**src/rtl/fir_mac_pkg.sv**
```systemverilog
// Shared types, reset coefficients and arithmetic helpers for the time-multiplexed FIR sequencer.
package fir_mac_pkg;

    typedef enum logic [1:0] {
        IDLE = 2'd0,
        MAC  = 2'd1,
        OUT  = 2'd2
    } state_t;

    // Reset tap weights h0..h7; larger banks repeat the pattern.
    localparam int COEF_RST [8] = '{-2, -1, 3, 4, 1, 1, 1, 1};

    function automatic int calc_aw(input int dw, input int cw, input int ntaps);
        return dw + cw + $clog2(ntaps);
    endfunction

    function automatic logic signed [63:0] saturate(input logic signed [63:0] v, input int ow);
        logic signed [63:0] hi;
        logic signed [63:0] lo;
        hi = (64'sd1 <<< (ow - 1)) - 64'sd1;
        lo = -(64'sd1 <<< (ow - 1));
        if (v > hi)
            return hi;
        else if (v < lo)
            return lo;
        return v;
    endfunction

endpackage

```
**src/rtl/fir_coef_bank.sv**
```systemverilog
// NTAPS x CW coefficient registers: async reset to defaults, gated write, combinational read.
// Write lands on the clock edge; read reflects the current register contents.
module fir_coef_bank
    import fir_mac_pkg::*;
#(
    parameter int NTAPS = 8,
    parameter int CW    = 8
) (
    input  logic                       Clk,
    input  logic                       Rst_n,
    input  logic                       wr_en,
    input  logic [$clog2(NTAPS)-1:0]   wr_addr,
    input  logic signed [CW-1:0]       wr_data,
    input  logic [$clog2(NTAPS)-1:0]   rd_addr,
    output logic signed [CW-1:0]       rd_data
);

    logic signed [CW-1:0] coef_q [NTAPS];
    logic signed [CW-1:0] coef_d [NTAPS];

    always_comb begin
        coef_d = coef_q;
        if (wr_en)
            coef_d[wr_addr] = wr_data;
    end

    always_ff @(posedge Clk or negedge Rst_n) begin
        if (!Rst_n) begin
            for (int i = 0; i < NTAPS; i++)
                coef_q[i] <= CW'(COEF_RST[i % 8]);
        end else begin
            coef_q <= coef_d;
        end
    end

    assign rd_data = coef_q[rd_addr];

endmodule

```
**src/rtl/fir_mac_sequencer.sv**
```systemverilog
// 8-tap signed FIR on one shared MAC; out_valid rises NTAPS edges after accept, result held until out_ready.
// in_ready only in IDLE, coefficient writes only land in IDLE. FIR_MAC_SAT_EN saturates instead of wrapping.
module fir_mac_sequencer
    import fir_mac_pkg::*;
#(
    parameter int NTAPS = 8,
    parameter int DW    = 8,
    parameter int CW    = 8,
    parameter int OW    = 16
) (
    input  logic                       Clk,
    input  logic                       Rst_n,
    input  logic                       in_valid,
    output logic                       in_ready,
    input  logic signed [DW-1:0]       Xin,
    output logic                       out_valid,
    input  logic                       out_ready,
    output logic signed [OW-1:0]       Yout,
    input  logic                       cfg_we,
    input  logic [$clog2(NTAPS)-1:0]   cfg_addr,
    input  logic signed [CW-1:0]       cfg_data,
    output logic                       busy
);

    localparam int AW = calc_aw(DW, CW, NTAPS);
    localparam int KW = $clog2(NTAPS);
    localparam int PW = DW + CW;

    state_t               state_q, state_d;
    logic [KW-1:0]        k_q, k_d;
    logic signed [AW-1:0] acc_q, acc_d;
    logic signed [DW-1:0] hist_q [NTAPS];
    logic signed [DW-1:0] hist_d [NTAPS];
    logic signed [OW-1:0] yout_q, yout_d;
    logic                 out_valid_q, out_valid_d;
    logic                 in_ready_q, in_ready_d;
    logic                 busy_q, busy_d;

    logic signed [CW-1:0] coef_k;
    logic signed [PW-1:0] prod;
    logic signed [AW-1:0] sum;
`ifdef FIR_MAC_SAT_EN
    logic signed [63:0]   sat_v;
`endif

    fir_coef_bank #(
        .NTAPS (NTAPS),
        .CW    (CW)
    ) u_coef_bank (
        .Clk     (Clk),
        .Rst_n   (Rst_n),
        .wr_en   (cfg_we && (state_q == IDLE)),
        .wr_addr (cfg_addr),
        .wr_data (cfg_data),
        .rd_addr (k_q),
        .rd_data (coef_k)
    );

    always_comb begin
        state_d     = state_q;
        k_d         = k_q;
        acc_d       = acc_q;
        hist_d      = hist_q;
        yout_d      = yout_q;
        out_valid_d = out_valid_q;
        in_ready_d  = in_ready_q;
        busy_d      = busy_q;
        prod        = coef_k * hist_q[k_q];
        sum         = acc_q + {{(AW - PW){prod[PW-1]}}, prod};
`ifdef FIR_MAC_SAT_EN
        sat_v       = saturate(64'(sum), OW);
`endif
        case (state_q)
            IDLE: begin
                if (in_valid && in_ready_q) begin
                    hist_d[0] = Xin;
                    for (int i = 1; i < NTAPS; i++)
                        hist_d[i] = hist_q[i-1];
                    acc_d      = '0;
                    k_d        = '0;
                    state_d    = MAC;
                    in_ready_d = 1'b0;
                    busy_d     = 1'b1;
                end
            end
            MAC: begin
                acc_d = sum;
                k_d   = k_q + KW'(1);
                if (k_q == KW'(NTAPS - 1)) begin
`ifdef FIR_MAC_SAT_EN
                    yout_d = sat_v[OW-1:0];
`else
                    yout_d = sum[OW-1:0];
`endif
                    out_valid_d = 1'b1;
                    state_d     = OUT;
                end
            end
            OUT: begin
                if (out_ready) begin
                    out_valid_d = 1'b0;
                    state_d     = IDLE;
                    in_ready_d  = 1'b1;
                    busy_d      = 1'b0;
                end
            end
            default: begin
                state_d     = IDLE;
                out_valid_d = 1'b0;
                in_ready_d  = 1'b1;
                busy_d      = 1'b0;
            end
        endcase
    end

    always_ff @(posedge Clk or negedge Rst_n) begin
        if (!Rst_n) begin
            state_q     <= IDLE;
            k_q         <= '0;
            acc_q       <= '0;
            for (int i = 0; i < NTAPS; i++)
                hist_q[i] <= '0;
            yout_q      <= '0;
            out_valid_q <= 1'b0;
            in_ready_q  <= 1'b1;
            busy_q      <= 1'b0;
        end else begin
            state_q     <= state_d;
            k_q         <= k_d;
            acc_q       <= acc_d;
            hist_q      <= hist_d;
            yout_q      <= yout_d;
            out_valid_q <= out_valid_d;
            in_ready_q  <= in_ready_d;
            busy_q      <= busy_d;
        end
    end

    assign in_ready  = in_ready_q;
    assign out_valid = out_valid_q;
    assign Yout      = yout_q;
    assign busy      = busy_q;

endmodule

```
**config.mk**
```make
export PLATFORM = sky130hd
export DESIGN_NAME = fir_mac_sequencer
export DESIGN_NICKNAME = d
export VERILOG_FILES = /design/src/rtl/fir_mac_pkg.sv /design/src/rtl/fir_coef_bank.sv /design/src/rtl/fir_mac_sequencer.sv
export SDC_FILE = /design/constraint.sdc
export NUM_CORES = 1
export LEC_CHECK = 0
export CELL_PAD_IN_SITES_DETAIL_PLACEMENT = 1
export CELL_PAD_IN_SITES_GLOBAL_PLACEMENT = 1
export CORE_MARGIN = 1.5
export CORE_UTILIZATION = 47
export CTS_BUF_LIST = sky130_fd_sc_hd__clkbuf_4
export DETAILED_ROUTE_END_ITERATION = 7
export GPL_TIMING_DRIVEN = 0
export PLACE_DENSITY_LB_ADDON = 0.12
export SLEW_MARGIN = 20
export SYNTH_ARGS = -nofsm -noshare
export SYNTH_HDL_FRONTEND = slang
export SYNTH_SLANG_ARGS = --single-unit
```
**constraint.sdc**
```tcl
create_clock -name Clk -period 6.2 [get_ports Clk]
set_input_delay 1.24 -clock Clk [delete_from_list [all_inputs] [get_ports Clk]]
set_output_delay 1.24 -clock Clk [all_outputs]
set_load 0.03 [all_outputs]
```
Word-level counts from Yosys, hierarchy flattened
Index checks and enable logic that the tools add are counted.

Add/subtract/negate cells: 2. Multiply operators: 1. $lt $le $gt $ge: 3. Eq/ne operators: 6. Muxes and demuxes: 25. Bitwise operators: 4. Reductions and logical operators: 11.

Operators by type and width (count): bitwise mux 64 bit (1); binary-select mux 8 bit (select 3 bit) (2); 2-to-1 mux 8 bit (5); one-hot mux 19 bit (2 select lines) (1); demux 8 bit (select 3 bit) (1); adder 19 bit (1); 2-to-1 mux 19 bit (1); multiplier 8 x 8 -> 16 bit (1); one-hot mux 1 bit (3 select lines) (3); AND reduction 3 bit (3); greater-or-equal comparator 4 bit (second input constant) (2); NOT 3 -> 4 bit (2); 2-to-1 mux 2 bit (3); one-hot mux 2 bit (3 select lines) (1); one-hot mux 3 bit (2 select lines) (1); AND reduction 2 bit (3); 2-to-1 mux 1 bit (5); less-than comparator 4 x 1 -> 1 bit (second input constant) (1); inequality test 2 bit (second input constant) (2); adder 3 x 1 -> 3 bit (second input constant) (1); == test 3 bit (second input constant) (1); logical AND 1 bit (3); 2-to-1 mux 3 bit (1); == test 2 x 1 -> 1 bit (second input constant) (1); 5 further kinds (6).

Flip-flop bits (word level): 171. Bits of input ports: 24. Output and inout bits: 19. Logic and storage cells: 75.

Longest topological paths before layout
Gate-level depths: netlist of the first run.

Depth in word-level cells: 7. Depth in mapped cells: 28. Depth with buffers taken out: 26.

Modules after synthesis
Synthesis of the first run repeated with hierarchy kept, for this count alone.

Cells, all modules: 992. Area, all modules: 10578.9 sq um.

Modules (own cells, without submodules): fir_mac_sequencer (instances 1, cells an instance 820, area each 7558.5 sq um, sequential area each 2603.7 sq um); fir_coef_bank (instances 1, cells an instance 172, area each 3020.4 sq um, sequential area each 1629.1 sq um).

Worst setup path after synthesis of the first run
Ideal clock, no wire load.

Kind: register to register. Start: register k_q[0]. End: register acc_q[14]. Setup time: 0.069 ns. Arrival time: 6.236 ns. Required time: 6.131 ns. Setup slack: -0.105 ns. Cell stages (with the launch flop): 28. Path buffers: 2. Period minus slack after synthesis: 6.305 ns. Cell sequence: dfrtp_1 buf_2 buf_6 mux4_2 mux2i_2 nand2b_1 fa_1 fa_1 inv_1 fa_1 inv_1 fa_1 inv_1 ha_1 nand2_1 a2bb2oi_1 nand2b_1 a21oi_1 xnor2_1 ha_1 nand2_1 nand2_1 a211oi_1 nor2_1 nor2_1 o21ai_1 or3_1 nand3_1.

Word-level cells in the longest chain between the ends: 7. Elaborated cells between the ends (all ways): 10. Those cells by class: add/sub (1); mul (1); mux (7); bitwise (1).

RTL lines: start: declaration (line fir_mac_sequencer.sv:30) `logic [KW-1:0] k_q, k_d;`; start signal: assignment (line fir_mac_sequencer.sv:129) `k_q <= k_d;`; NOT 3 -> 4 bit (implied by the code) (*) (line fir_coef_bank.sv:36, fir_mac_sequencer.sv:68); binary-select mux 8 bit (select 3 bit) (on tied branches) (line fir_coef_bank.sv:36, fir_mac_sequencer.sv:68); 2-to-1 mux 8 bit (on tied branches) (2 in series) (line fir_coef_bank.sv:36, fir_mac_sequencer.sv:68); multiplier 8 x 8 -> 16 bit (*) (line fir_mac_sequencer.sv:68) `prod = coef_k * hist_q[k_q];`; adder 19 bit (*) (line fir_mac_sequencer.sv:69) `sum = acc_q + {{(AW - PW){prod[PW-1]}}, prod};`; one-hot mux 19 bit (2 select lines) (*) (line fir_mac_sequencer.sv:73) `case (state_q)`; end signal: assignment (line fir_mac_sequencer.sv:120) `acc_q <= '0;`; end signal: assignment (line fir_mac_sequencer.sv:130) `acc_q <= acc_d;`; end: declaration (line fir_mac_sequencer.sv:31) `logic signed [AW-1:0] acc_q, acc_d;`.

Mark *: on every way between the ends. The rest lies on a longest branch, timed or not. The select of a mux whose other input is x is not followed. A chain may end at the register's enable or synchronous reset.

Worst setup path after layout of the first run
Start: register k_q[0]. End: register yout_q[14], in the netlist Yout[14].

Word-level cells in the longest chain between the ends: 6. Elaborated cells between the ends (all ways): 11. Those cells by class: add/sub (1); mul (1); eq/ne (1); mux (6); bitwise (1); reduce/logical (1).

RTL lines: NOT 3 -> 4 bit (implied by the code) (line fir_coef_bank.sv:36, fir_mac_sequencer.sv:68); binary-select mux 8 bit (select 3 bit) (on tied branches) (line fir_coef_bank.sv:36, fir_mac_sequencer.sv:68); 2-to-1 mux 8 bit (on tied branches) (2 in series) (line fir_coef_bank.sv:36, fir_mac_sequencer.sv:68); multiplier 8 x 8 -> 16 bit (line fir_mac_sequencer.sv:68); adder 19 bit (line fir_mac_sequencer.sv:69); end signal: assignment (line fir_mac_sequencer.sv:132) `yout_q <= yout_d;`; end: declaration (line fir_mac_sequencer.sv:34) `logic signed [OW-1:0] yout_q, yout_d;`.

Several ways; a longest one is shown, not always the timed one. The select of a mux whose other input is x is not followed.

==> results.txt, run 1 <==
- Clk_lat worst skew: 590 ps
* Area of the multi-input gates: 6130 um^2
* Max-cap check violation count: 0
* Worst-case clock buffer depth: 2
- In this run, synthesis inferred 0 flip-flops with an integrated enable.
- The synthesized design contains 168 register bits.
* FFs w/ async S/R, synth: 100%
- Count of distinct cell types in the synthesized netlist: 56
- Number of ports placed on the die boundary: 43
- The floorplan step defined a core boundary enclosing 21,800 um^2.
- Avg Cell Area, Syn: 12.4 um^2
- Counting I/O delays and the setup requirement, the final critical path takes 6430 ps.
* Slowest Stage Delay on Critical Path: 580 ps
- When the netlist entered floorplanning its net count stood at 972.
- The worst setup path is captured at a flop.
* Vias after detailed routing: 6,961
* Failing checks: negative setup slack
* Floorplan die area: 23,200 um^2
- Routability-driven placement finished with a final weighted congestion of 0.820.
* Sequential fraction of the synthesis area: 40.4%
- Type of the worst setup path: flop to flop
- Peak-usage layer in the global routing report: met2
* Total of warnings raised by yosys: 0
* Post-DR vias/cell: 5.54
* # nets final: 1,088
- M1 GR Usage: 29.9%
- Most frequent CP cell: sky130_fd_sc_hd__fa_1
* Width of the die: 152 um
* Unrepaired setup endpoints after global routing: yes
- Upper clock frequency limit: 156 MHz
- Compared with the post-synthesis result, the final layout area differs by 19.1%.
- For this run the aggregate overflow at the end of global routing stands at 0.
- Pin count of the biggest net entering global routing: 91
- Top_reg_cell synth: sky130_fd_sc_hd__dfrtp_1
- The initialized floorplan defines 54 standard-cell rows.
- The number of failing hold endpoints at the final stage came to 0.
- Sum of negative setup slack: -1550 ps
- Layout cell share with drive strength beyond 1: 36.9%
- Chip height: 152 um
* Antenna viol nets, final: 0
- Fillers: 2,233
- Placed cell count: 1,169
* Portion of the clock cycle consumed by the worst path in the final layout: 104%
- Post-route worst hold slack: 502 ps
* Worst setup slack after placement: -1270 ps
- Hold WC Path Type: flop to flop
* Clock transition at the registers of the reported paths: 160 ps
* Finish-stage setup viols: 11
- Standard cell with the maximum stage delay on the critical path: sky130_fd_sc_hd__fa_1
* Number of antenna violations at the first check in global routing: 1
* Inserted Clock Buffers: 17
- Share of the synthesized netlist area taken by xor and xnor gates: 2.59%
* Number of global-route vias before repair: 8,020
- The first global-routing pass estimated 44,500 um of wire.
- Post-layout instance count excluding filler cells: 1,256
- Smallest setup slack after layout: -228 ps
- In the synthesized netlist, mux cells make up 23.6% of the area.
* Register area: 4230 um^2
- STA classifies the critical path startpoint as a flop.
- After Yosys synthesis, full adders, half adders and majority gates account for 16.2% of the synthesized area.
- Count of buffers inserted at the top-level ports: 42
- Initial DRC Count: 252
- Placed wire-length estimate: 19,100 um
* Remaining DRCs: 0
- Worst rel slew slack: 46.1%
* Met3 track demand over resource in global routing: 3.98%
* Worst clock skew on the final layout: 25.2 ps
- In this run the clock root is driven by a sky130_fd_sc_hd__clkbuf_4.
- The synthesized netlist devotes 7.22% of its cell area to simple gates.
- Htree depth: 4
* Final max-slew violation count: 0
- Data on the critical path is required at its endpoint by 6740 ps.
- In this run the worst path has a maximum fanout of 7.
- In the global route stage, met2 resource usage came out at 45.3%.
- The tree built by TritonCTS fans out to 168 sinks.
- By area, the combinational part of the netlist is dominated by multiplexers.
- The mapped netlist covers 10,500 um^2.
* Compound-gate portion of the synthesized area: 5.27%
* Starting density of the core: 48.0%
- DR WL/cell: 22.0 um
- Actual slew at the worst max-slew pin: 809 ps
- The flow ran to the end, but the final reports show violations.
* 1st-pass router iterations: 4
- TritonCTS built the clock tree.
- The routed design has 27,600 um of wire.
- In the global route stage, overall resource usage came out at 24.9%.
- Data on the critical path arrives at its endpoint at 6970 ps.
- Number of instances in the synthesized netlist: 846
cell usage in the layout (no fill, tap or decap), types with 8 or more instances in the layout:
cell / synthesis / layout
sky130_fd_sc_hd__o21ai_0: 20 / 16
sky130_fd_sc_hd__ha_1: 46 / 34
sky130_fd_sc_hd__mux2_1: 13 / 13
sky130_fd_sc_hd__buf_2: 13 / 11
sky130_fd_sc_hd__mux2i_4: 8 / 16
sky130_fd_sc_hd__a21oi_1: 17 / 9
sky130_fd_sc_hd__buf_6: 3 / 12
sky130_fd_sc_hd__nor2b_1: 10 / 9
sky130_fd_sc_hd__buf_4: 1 / 40
sky130_fd_sc_hd__or2_1: 13 / 12
sky130_fd_sc_hd__xor2_1: 11 / 10
sky130_fd_sc_hd__inv_2: 3 / 10
sky130_fd_sc_hd__clkdlybuf4s50_1: 0 / 41
sky130_fd_sc_hd__nand2_1: 54 / 50
sky130_fd_sc_hd__o22ai_1: 14 / 14
sky130_fd_sc_hd__clkbuf_4: 0 / 19
sky130_fd_sc_hd__o21ai_1: 11 / 10
sky130_fd_sc_hd__mux4_2: 32 / 32
sky130_fd_sc_hd__inv_1: 86 / 79
sky130_fd_sc_hd__nor2_1: 55 / 52
sky130_fd_sc_hd__xnor2_1: 20 / 15
sky130_fd_sc_hd__mux2_2: 116 / 116
sky130_fd_sc_hd__dfrtp_1: 145 / 145
sky130_fd_sc_hd__fa_1: 56 / 54
sky130_fd_sc_hd__ha_4: 0 / 8
sky130_fd_sc_hd__dfstp_2: 23 / 23
metal layers:
layer / wire, um / vias up
li1: - / 3126
met1: 11300 / 3671
met2: 15000 / 121
met3: 713 / 43
met4: 682 / 0
met5: 0 / -
cell usage after synthesis (5+ instances only):
cell | n | area (um^2)
sky130_fd_sc_hd__mux2i_4 | 8 | 180
sky130_fd_sc_hd__o21ai_1 | 11 | 55.1
sky130_fd_sc_hd__mux2_1 | 13 | 146
sky130_fd_sc_hd__mux4_2 | 32 | 721
sky130_fd_sc_hd__inv_1 | 86 | 323
sky130_fd_sc_hd__mux2i_2 | 8 | 110
sky130_fd_sc_hd__nor2b_1 | 10 | 62.6
sky130_fd_sc_hd__fa_1 | 56 | 1120
sky130_fd_sc_hd__xnor2_1 | 20 | 175
sky130_fd_sc_hd__o21ai_0 | 20 | 100
sky130_fd_sc_hd__xor2_1 | 11 | 96.3
sky130_fd_sc_hd__a21oi_1 | 17 | 85.1
sky130_fd_sc_hd__clkbuf_1 | 10 | 37.5
sky130_fd_sc_hd__mux2_2 | 116 | 1310
sky130_fd_sc_hd__or2_1 | 13 | 81.3
sky130_fd_sc_hd__nand2b_1 | 7 | 43.8
sky130_fd_sc_hd__ha_1 | 46 | 576
sky130_fd_sc_hd__buf_2 | 13 | 65.1
sky130_fd_sc_hd__nor3_1 | 5 | 25.0
sky130_fd_sc_hd__o22ai_1 | 14 | 87.6
sky130_fd_sc_hd__dfstp_2 | 23 | 604
sky130_fd_sc_hd__nor2_1 | 55 | 206
sky130_fd_sc_hd__nand2_1 | 54 | 203
sky130_fd_sc_hd__dfrtp_1 | 145 | 3630
critical path: cells and delay by family, from the launching register on:
| family | cells | cell delay, ps |
|---|---|---|
| mux | 2 | 840 |
| simple gates | 7 | 810 |
| buf+inv | 8 | 820 |
| flops | 1 | 430 |
| compound gates | 4 | 580 |
| xor+xnor | 1 | 240 |
| fa+ha+maj | 6 | 2680 |
per-stage QoR:
stage / util [%] / cell area (um^2)
finish: 57.1 / 12500
global route: 57.1 / 12500
CTS: 56.8 / 12400
detailed placement: 51.8 / 11300
global placement: 51.6 / 11300
floorplan: - / 10500
flip-flops by register name, summed over array words and instances, names as in the netlist, 2 cells and up:
signal and cells:
u_coef_bank.coef_q 64, hist_q 64, Yout 16, acc_q 16
k_q 3, state_q 2
worst paths after layout:
check,from,endpoint,slack [ps],cells past startpoint
max reg2reg,k_q[0],Yout[14],-230,28
min reg2reg,Yout[7],Yout[7],500,2
max,k_q[0],Yout[14],-230,28
min,Yout[7],Yout[7],500,2
min in group asynchronous,Rst_n,Yout[12],600,1
max in group asynchronous,Rst_n,u_coef_bank.coef_q[49],4680,2
kinds of logic after synthesis:
family	Yosys count
muxes	178
DFF	168
and+or+nand+nor	162
buffers and inverters	119
adders and majority gates	102
AOI/OAI and AO/OA	86
xor gates and xnor gates	31
final cells by class:
cell class / instances / share of cell area, %
Multi-Input combinational cell: 559 / 49.1
Antenna cell: 1 / 0.0201
Inverter: 89 / 2.68
Timing Repair Buffer: 97 / 7.62
Clock buffer: 18 / 1.08
Tap cell: 280 / 2.81
Buffer: 30 / 1.78
Sequential cell: 168 / 33.9
Clock inverter: 14 / 0.923
what timing repair did:
action / 4_1_cts / 5_1_grt
pin swaps: 57 / 15
hold buffers: 0 / 0
resized for setup: 81 / 21
buffers inserted: 49 / 7
setup endpoints to repair: 16 / 12
gates cloned: 2 / 0
Power of run 1 is not shown: default switching activity piles up to over one toggle a cycle in this logic, so the estimate is an artifact.
==> run 2: changes to the inputs <==
--- a/config.mk
+++ b/config.mk
@@ -13,6 +13,7 @@
 export DETAILED_ROUTE_END_ITERATION = 7
 export GPL_TIMING_DRIVEN = 0
 export PLACE_DENSITY_LB_ADDON = 0.12
+export SKIP_LAST_GASP = 1
 export SLEW_MARGIN = 20
 export SYNTH_ARGS = -nofsm -noshare
 export SYNTH_HDL_FRONTEND = slang
==> results of run 2 <==
The final DEF is identical to that of run 1; final timing and power are the same.
Power of run 2 is left out for the same reason.
